<file path="src/rtl/nn_layer_memory.sv">
// nn_layer_memory: single-clock layer buffer between matrix-multiply stages.
// The read port is registered and has a valid strobe. A write and a read to the
// same address in one cycle return the write data. Out-of-range accesses raise
// a one-cycle error pulse. A sequential engine zero-fills every word on request.
// Optional feature macro: NN_LAYER_MEMORY_ARGMAX_EN. It adds a running argmax
// tracker over the writes accepted since the last clear.
module nn_layer_memory #(
  parameter int DATA_W = 32,
  parameter int DEPTH  = 10,
  parameter int ADDR_W = 16
) (
  input  logic                     i_clk,
  input  logic                     i_reset,
  input  logic                     i_clear_start,
  output logic                     o_busy,
  input  logic                     i_write_enable,
  input  logic [ADDR_W-1:0]        i_write_addr,
  input  logic signed [DATA_W-1:0] i_data_in,
  input  logic                     i_read_enable,
  input  logic [ADDR_W-1:0]        i_read_addr,
  output logic signed [DATA_W-1:0] o_data_out,
  output logic                     o_read_valid,
  output logic                     o_addr_error
`ifdef NN_LAYER_MEMORY_ARGMAX_EN
  ,
  output logic signed [DATA_W-1:0] o_max_value,
  output logic [ADDR_W-1:0]        o_max_index,
  output logic                     o_max_valid
`endif
);

  localparam int IDX_W = (DEPTH > 1) ? $clog2(DEPTH) : 1;
  // The range check uses one extra bit, so that DEPTH == 2^ADDR_W stays representable.
  localparam logic [ADDR_W:0]  DEPTH_EXT = (ADDR_W + 1)'(DEPTH);
  localparam logic [IDX_W-1:0] LAST_IDX  = IDX_W'(DEPTH - 1);

  typedef enum logic [0:0] {
    ST_IDLE  = 1'b0,
    ST_CLEAR = 1'b1
  } state_t;

  state_t                     r_state;
  logic [IDX_W-1:0]           r_clr_cnt;
  logic                       r_busy;
  logic signed [DATA_W-1:0]   r_data_out;
  logic                       r_read_valid;
  logic                       r_addr_error;
  logic signed [DATA_W-1:0]   r_mem [DEPTH];

  logic                       w_idle;
  logic                       w_wr_in_range;
  logic                       w_rd_in_range;
  logic                       w_wr_accept;
  logic                       w_wr_err;
  logic                       w_rd_err;
  logic                       w_bypass;
  logic [IDX_W-1:0]           w_wr_idx;
  logic [IDX_W-1:0]           w_rd_idx;
  logic                       w_mem_we;
  logic [IDX_W-1:0]           w_mem_idx;
  logic signed [DATA_W-1:0]   w_mem_data;

  assign w_idle        = (r_state == ST_IDLE);
  assign w_wr_in_range = ({1'b0, i_write_addr} < DEPTH_EXT);
  assign w_rd_in_range = ({1'b0, i_read_addr} < DEPTH_EXT);
  assign w_wr_idx      = i_write_addr[IDX_W-1:0];
  assign w_rd_idx      = i_read_addr[IDX_W-1:0];
  assign w_wr_accept   = w_idle & i_write_enable & w_wr_in_range;
  assign w_wr_err      = w_idle & i_write_enable & ~w_wr_in_range;
  assign w_rd_err      = w_idle & i_read_enable & ~w_rd_in_range;
  assign w_bypass      = w_wr_accept & w_rd_in_range & (i_write_addr == i_read_addr);

  // The clear engine owns the array write port while it runs.
  assign w_mem_we   = w_wr_accept | (r_state == ST_CLEAR);
  assign w_mem_idx  = (r_state == ST_CLEAR) ? r_clr_cnt : w_wr_idx;
  assign w_mem_data = (r_state == ST_CLEAR) ? '0 : i_data_in;

  // Storage array. It has no reset, so contents are undefined until written or cleared.
  always_ff @(posedge i_clk) begin
    if (w_mem_we) begin
      r_mem[w_mem_idx] <= w_mem_data;
    end
  end

  // Control FSM: the clear sequencer plus the registered read port and error pulse.
  always_ff @(posedge i_clk or posedge i_reset) begin
    if (i_reset) begin
      r_state      <= ST_IDLE;
      r_clr_cnt    <= '0;
      r_busy       <= 1'b0;
      r_data_out   <= '0;
      r_read_valid <= 1'b0;
      r_addr_error <= 1'b0;
    end else begin
      case (r_state)
        ST_IDLE: begin
          r_read_valid <= i_read_enable;
          r_addr_error <= w_wr_err | w_rd_err;
          if (i_read_enable) begin
            if (!w_rd_in_range) begin
              r_data_out <= '0;
            end else if (w_bypass) begin
              r_data_out <= i_data_in;
            end else begin
              r_data_out <= r_mem[w_rd_idx];
            end
          end
          if (i_clear_start) begin
            r_state   <= ST_CLEAR;
            r_busy    <= 1'b1;
            r_clr_cnt <= '0;
          end
        end
        ST_CLEAR: begin
          r_read_valid <= 1'b0;
          r_addr_error <= 1'b0;
          if (r_clr_cnt == LAST_IDX) begin
            r_state   <= ST_IDLE;
            r_busy    <= 1'b0;
            r_clr_cnt <= '0;
          end else begin
            r_clr_cnt <= r_clr_cnt + 1'b1;
          end
        end
        default: begin
          r_state      <= ST_IDLE;
          r_busy       <= 1'b0;
          r_clr_cnt    <= '0;
          r_read_valid <= 1'b0;
          r_addr_error <= 1'b0;
        end
      endcase
    end
  end

  assign o_busy       = r_busy;
  assign o_data_out   = r_data_out;
  assign o_read_valid = r_read_valid;
  assign o_addr_error = r_addr_error;

`ifdef NN_LAYER_MEMORY_ARGMAX_EN
  logic signed [DATA_W-1:0] r_max_value;
  logic [ADDR_W-1:0]        r_max_index;
  logic                     r_max_valid;

  // Running argmax over the accepted writes. A strict compare keeps the earlier entry on ties.
  always_ff @(posedge i_clk or posedge i_reset) begin
    if (i_reset) begin
      r_max_value <= '0;
      r_max_index <= '0;
      r_max_valid <= 1'b0;
    end else if (w_idle && i_clear_start) begin
      r_max_value <= '0;
      r_max_index <= '0;
      r_max_valid <= 1'b0;
    end else if (w_wr_accept && (!r_max_valid || (i_data_in > r_max_value))) begin
      r_max_value <= i_data_in;
      r_max_index <= i_write_addr;
      r_max_valid <= 1'b1;
    end
  end

  assign o_max_value = r_max_value;
  assign o_max_index = r_max_index;
  assign o_max_valid = r_max_valid;
`endif

endmodule

</file>
<file path="config.mk">
export PLATFORM = sky130hd
export DESIGN_NAME = nn_layer_memory
export DESIGN_NICKNAME = d
export VERILOG_FILES = /design/src/rtl/nn_layer_memory.sv
export SDC_FILE = /design/constraint.sdc
export NUM_CORES = 1
export LEC_CHECK = 0
export BUFFER_PORTS_ARGS = -buffer_cell sky130_fd_sc_hd__buf_2
export CELL_PAD_IN_SITES_DETAIL_PLACEMENT = 1
export CELL_PAD_IN_SITES_GLOBAL_PLACEMENT = 2
export CORE_UTILIZATION = 41
export CTS_CLUSTER_SIZE = 30
export DETAILED_ROUTE_END_ITERATION = 8
export PLACE_DENSITY = 0.8
export SYNTH_ARGS = -nofsm -noshare
export SYNTH_HDL_FRONTEND = slang
export SYNTH_SLANG_ARGS = --single-unit
</file>
<file path="constraint.sdc">
create_clock -name i_clk -period 2.8 [get_ports i_clk]
set_input_delay 0.42 -clock i_clk [delete_from_list [all_inputs] [get_ports i_clk]]
set_output_delay 0.42 -clock i_clk [all_outputs]
set_load 0.1 [all_outputs]
</file>
=== After elaboration in Yosys (flattened, before gate mapping) ===
Memory sizes are Yosys's and may differ from the RTL's.
Index checks and enable logic that the tools add are counted.

* Register bits: 40
* Logic and storage cells: 45
* Memories: 1
* Memory bits (writable): 320

{| class="wikitable"
|+ Memories
! memory !! depth !! width !! rd ports !! clocked after Yosys merged registers in !! wr ports !! RTL line !! text
|-
| r_mem || 10 || 32 || 1 || 0 || 1 || 48 || <nowiki>logic signed [DATA_W-1:0] r_mem [DEPTH];</nowiki>
|}

* Add/sub/neg operators: 1
* Equal/unequal tests: 4
* $lt $le $gt $ge: 2
* Reductions and logical operators: 2
* Bitwise gates (word level): 12
* Muxes and demuxes: 17

{| class="wikitable"
|+ Operators with widths
! kind !! number
|-
| 32-bit 2-to-1 mux || 3
|-
| 16-bit by 4-bit less-than comparator with 1-bit output, second input constant || 2
|-
| 16-bit equality test || 1
|-
| 4-bit 2-to-1 mux || 3
|-
| 1-bit one-hot mux with 2 select lines || 4
|-
| 4-bit one-hot mux with 2 select lines || 1
|-
| 1-bit bitwise AND || 7
|-
| 1-bit 2-to-1 mux || 6
|-
| 4-bit by 1-bit adder with 4-bit output, second input constant || 1
|-
| 4-bit equality test, second input constant || 1
|-
| 2-bit AND reduction || 2
|-
| 1-bit NOT || 3
|-
| 2-bit by 1-bit != test with 1-bit output, second input constant || 1
|-
| 2-bit != test, second input constant || 1
|-
| 1-bit bitwise OR || 2
|}

=== Logic depth before layout (Yosys ltp) ===
* Depth after elaboration: 7
* Depth in mapped cells: 8

=== Worst setup path after synthesis ===
OpenSTA, ideal clock, no wires.

* Kind: input to register
* From: input port i_write_addr[6]
* To: memory r_mem[0][0], enable pin
* Required time: 2.375 ns
* Setup slack: -0.332 ns
* Stages: 5
* Buffers on the path: 0
* Data arrival time: 2.707 ns
* Path through: nor4_2 -> nand4_2 -> nor2_4 -> a32o_1 -> nor2b_1

* Cells in the longest elaborated chain, start to end: 5

{| class="wikitable"
|+ Ends and longest elaborated chain
! item !! RTL line !! text
|-
| from (decl) || 17 || <nowiki>input logic [ADDR_W-1:0] i_write_addr,</nowiki>
|-
| 16-bit by 4-bit less-than comparator with 1-bit output || 64 || <nowiki>assign w_wr_in_range = ({1'b0, i_write_addr} < DEPTH_EXT);</nowiki>
|-
| 1-bit bitwise AND || 68 || <nowiki>assign w_wr_accept = w_idle & i_write_enable & w_wr_in_range;</nowiki>
|-
| 1-bit bitwise OR || 74 || <nowiki>assign w_mem_we = w_wr_accept | (r_state == ST_CLEAR);</nowiki>
|-
| 1-bit 2-to-1 mux || 80 || <nowiki>if (w_mem_we) begin</nowiki>
|-
| 1-bit 2-to-1 mux (implied by the code) || 81 || <nowiki>r_mem[w_mem_idx] <= w_mem_data;</nowiki>
|-
| to (decl) || 48 ||
|}

No other way between the ends.

=== Worst setup path after layout ===
* From: register r_state
* To: memory r_mem[2][16], enable pin

* Cells in the longest elaborated chain, start to end: 6

{| class="wikitable"
|+ Ends and longest elaborated chain
! item !! RTL line !! text
|-
| from (decl) || 42 || <nowiki>state_t r_state;</nowiki>
|-
| from (signal assigned) || 88 || <nowiki>r_state <= ST_IDLE;</nowiki>
|-
| from (signal assigned) || 109 || <nowiki>r_state <= ST_CLEAR;</nowiki>
|-
| from (signal assigned) || 118 || <nowiki>r_state <= ST_IDLE;</nowiki>
|-
| 1-bit NOT || -- ||
|-
| 1-bit bitwise AND (2 in series) || 68 ||
|-
| 1-bit bitwise OR || 74 ||
|-
| 1-bit 2-to-1 mux || 80 ||
|-
| 1-bit 2-to-1 mux (implied by the code) || 81 ||
|}

Parallel ways exist; a longest one is shown, timed or not.

==> flow_summary.ini <==
[status]
status = finished, final reports clean

[floorplan]
fp.dieW_um = 190
io_pins = 104
fp.dieH_um = 190
core_mm2 = 0.0345
dieArea_mm2 = 0.0359
start_util_pct = 41.8
row_count = 68

[placed_design]
dpl_worst_slack_ns = 0.290
gp_congestion = 0.731
io_buffer_count = 103
hpwlAfterDp_um = 20900

[pwr]
p_comb_share_pct = 17.4
p_total_uw = 15100
powerDensity_mw_per_mm2 = 890
seq_power_share_pct = 50.5
p_int_uw = 11000
p_sw_uw = 4050
clock_power_share_pct = 32.1
p_leak_uw = 0.00603
irDropWorstVdd_mv = 0.568
switching_share_pct = 26.9

[detailed_routing]
post-route-drc-count = 0
vias_per_cell = 5.60
drt-initial-drc-count = 529
drt_first_pass_iters = 4
antenna_left = 0
routed_wl_um = 34400
routedWlPerCell_um = 24.9
num_vias = 7738

[grt]
grt_pass1_wl_um = 52800
grt-ovfl-total = 0
grt_pass1_vias = 8565
grt_max_degree = 65
antenna_found_initial = 0
grt_usage_pct = 19.7

[critical_path]
worstSetupPathType = reg -> reg
crit_path_end_kind = register
critical_path.startpoint_type = register
r2r_cells = 5
rr_startpoint = r_state
r2r-end = r_mem[2][16]
startpoint = r_state
rrSetupSlack_ns = 0.77
worstPathRequired_ns = 3.03
worstPathMaxFanout = 14
crit_arrival_ns = 2.25

[layout]
layout_commonest_cell = edfxtp_1
layout.nets = 967
n_antenna_cell = 0
fillers = 3245
drive_gt1_share_pct = 28.6
area_growth_pct = 17.3
multi_input_area_mm2 = 0.00358
regArea_mm2 = 0.0106
mostFrequentLayoutCells = edfxtp_1 (320), buf_2 (102), mux4_2 (60)

[min_path]
holdCritPathClass = in -> reg
hp-start = i_data_in[22]
min_to = o_data_out[22]
hold_depth = 2

[yosys]
syn_avg_cell_area_um2 = 18.9
yosysUniqueCellTypes = 47
synth.yosys.seq_area_share_pct = 73.6
ys.flop_type = edfxtp_1
ys_warn_count = 0
netlist_area_mm2 = 0.0144
async_reset_ff_share_pct = 11.1
synth_nets = 835
synth_edf_count = 320
ys_ff_latch = 360
syn_inst = 764

[timing]
fin_ws_ns = 0.775
relSlewSlack_pct = 44.9
period_needed_ns = 2.03
slew_viol_final = 0
finalCritPeriodShare_pct = 72.3
clock.fmax_ghz = 0.494
fin_hold_ws_ns = 0.125
setup_viol = 0
finalHoldViolCount = 0
setup-tns-final_ns = 0
rsz0062_at_grt = no
fin_skew_ns = 0.00735
worst_pin_slew_ns = 0.827

[clocking]
ctsHoldBuffers = 1
cts_resized = 0
cts_setup_buffers = 0
clkTransAtPathRegs_ns = 0.06
numCtsBuffers = 39
cts_tree = built
cts.sinks = 360
clk_latency_ns = 0.52
h-tree-depth = 2
clk_path_buf_depth = 3
clock-root-buffer = clkbuf_16

[job]
max_cap_viol_count = 0
[synthesized netlist by cell type, drive strengths merged (6+ instances only)]
| library cell | n | area (um^2) |
|---|---|---|
| a221o | 29 | 290 |
| mux2i | 33 | 330 |
| o21ai | 6 | 30.0 |
| a21oi | 32 | 160 |
| dfrtp | 40 | 1000 |
| nor2b | 37 | 231 |
| nor4 | 7 | 71.3 |
| nand2 | 8 | 30.0 |
| mux4 | 64 | 1460 |
| buf | 28 | 205 |
| clkbuf | 16 | 63.8 |
| inv | 8 | 30.0 |
| o22ai | 32 | 200 |
| and2 | 36 | 225 |
| xnor2 | 17 | 149 |
| nor2 | 18 | 82.6 |
| edfxtp | 320 | 9610 |
[how the worst max path moves through the flow]
stage | endpoint | slack, ns
2_1_floorplan | r_mem[1][0] | -0.18
3_3_place_gp | o_data_out[29] | 0.26
3_5_place_dp | o_data_out[15] | 0.29
4_1_cts | r_mem[2][23] | 0.76
5_1_grt | r_mem[2][26] | 0.65
6_report | r_mem[2][16] | 0.77
[registers in the layout, summed over array words and instances (netlist names)]
register	cells
r_mem	320
o_data_out	32
r_clr_cnt	4
o_addr_error	1
o_busy	1
o_read_valid	1
r_state	1
[area by class of cell]
| cell class | instances | area share (%) |
|---|---|---|
| flip-flops and latches | 360 | 62.7 |
| multi-input cells | 352 | 21.2 |
| clock buffers | 59 | 6.51 |
| repair buffers | 135 | 5.48 |
| well taps | 455 | 3.36 |
| clock inverters | 13 | 0.584 |
| inverters | 8 | 0.177 |
[metal layers]
metal  global-route usage (%)  vias to the layer above  wire length (um)  share of wire (%)
li1                         -                     3369                 -                  -
met1                     26.9                     4138             15300                 44
met2                     33.3                      192             17100                 50
met3                     3.17                       39              1560                4.5
met4                     4.56                        0               480                1.4
met5                        0                        -                 0                  0
[cell families (layout without fill, tap and decap cells)]
logic type / count (synthesis) / after routing / synth area share (%)
simple gates: 122 / 122 / 5.22
flops: 360 / 360 / 73.6
xor+xnor: 17 / 17 / 1.03
buf+inv: 52 / 215 / 2.07
compound gates: 114 / 114 / 5.54
mux: 97 / 97 / 12.4
fa+ha+maj: 2 / 2 / 0.173
[critical path, stage by stage (launching register included)]
cell and delay (ns):
dfrtp_2 0.50, nand2b_1 0.23, nor2_4 0.19, a32oi_1 0.24, nor2_4 0.34, buf_12 0.21
[through the flow]
stage | instances | cell area, um^2 | utilization, %
floorplan | 764 | 14400 | -
CTS | 1382 | 16900 | 49.0
detailed placement | 1309 | 15700 | 45.5
global route | 1382 | 16900 | 49.0
global placement | 1309 | 15700 | 45.5
finish | 1382 | 16900 | 49.0
[power by group through the flow]
stage                     Clock, uW  Sequential (uW)  Combinational (uW)
final                          4830             7610                2620
after detailed placement          0             7710                2650
after CTS                      4930             7620                2670
after global routing           5120             7690                2830
after floorplan                   0             7670                1440
after global placement            0             7610                2560
Power figures use the tool's default switching activity.
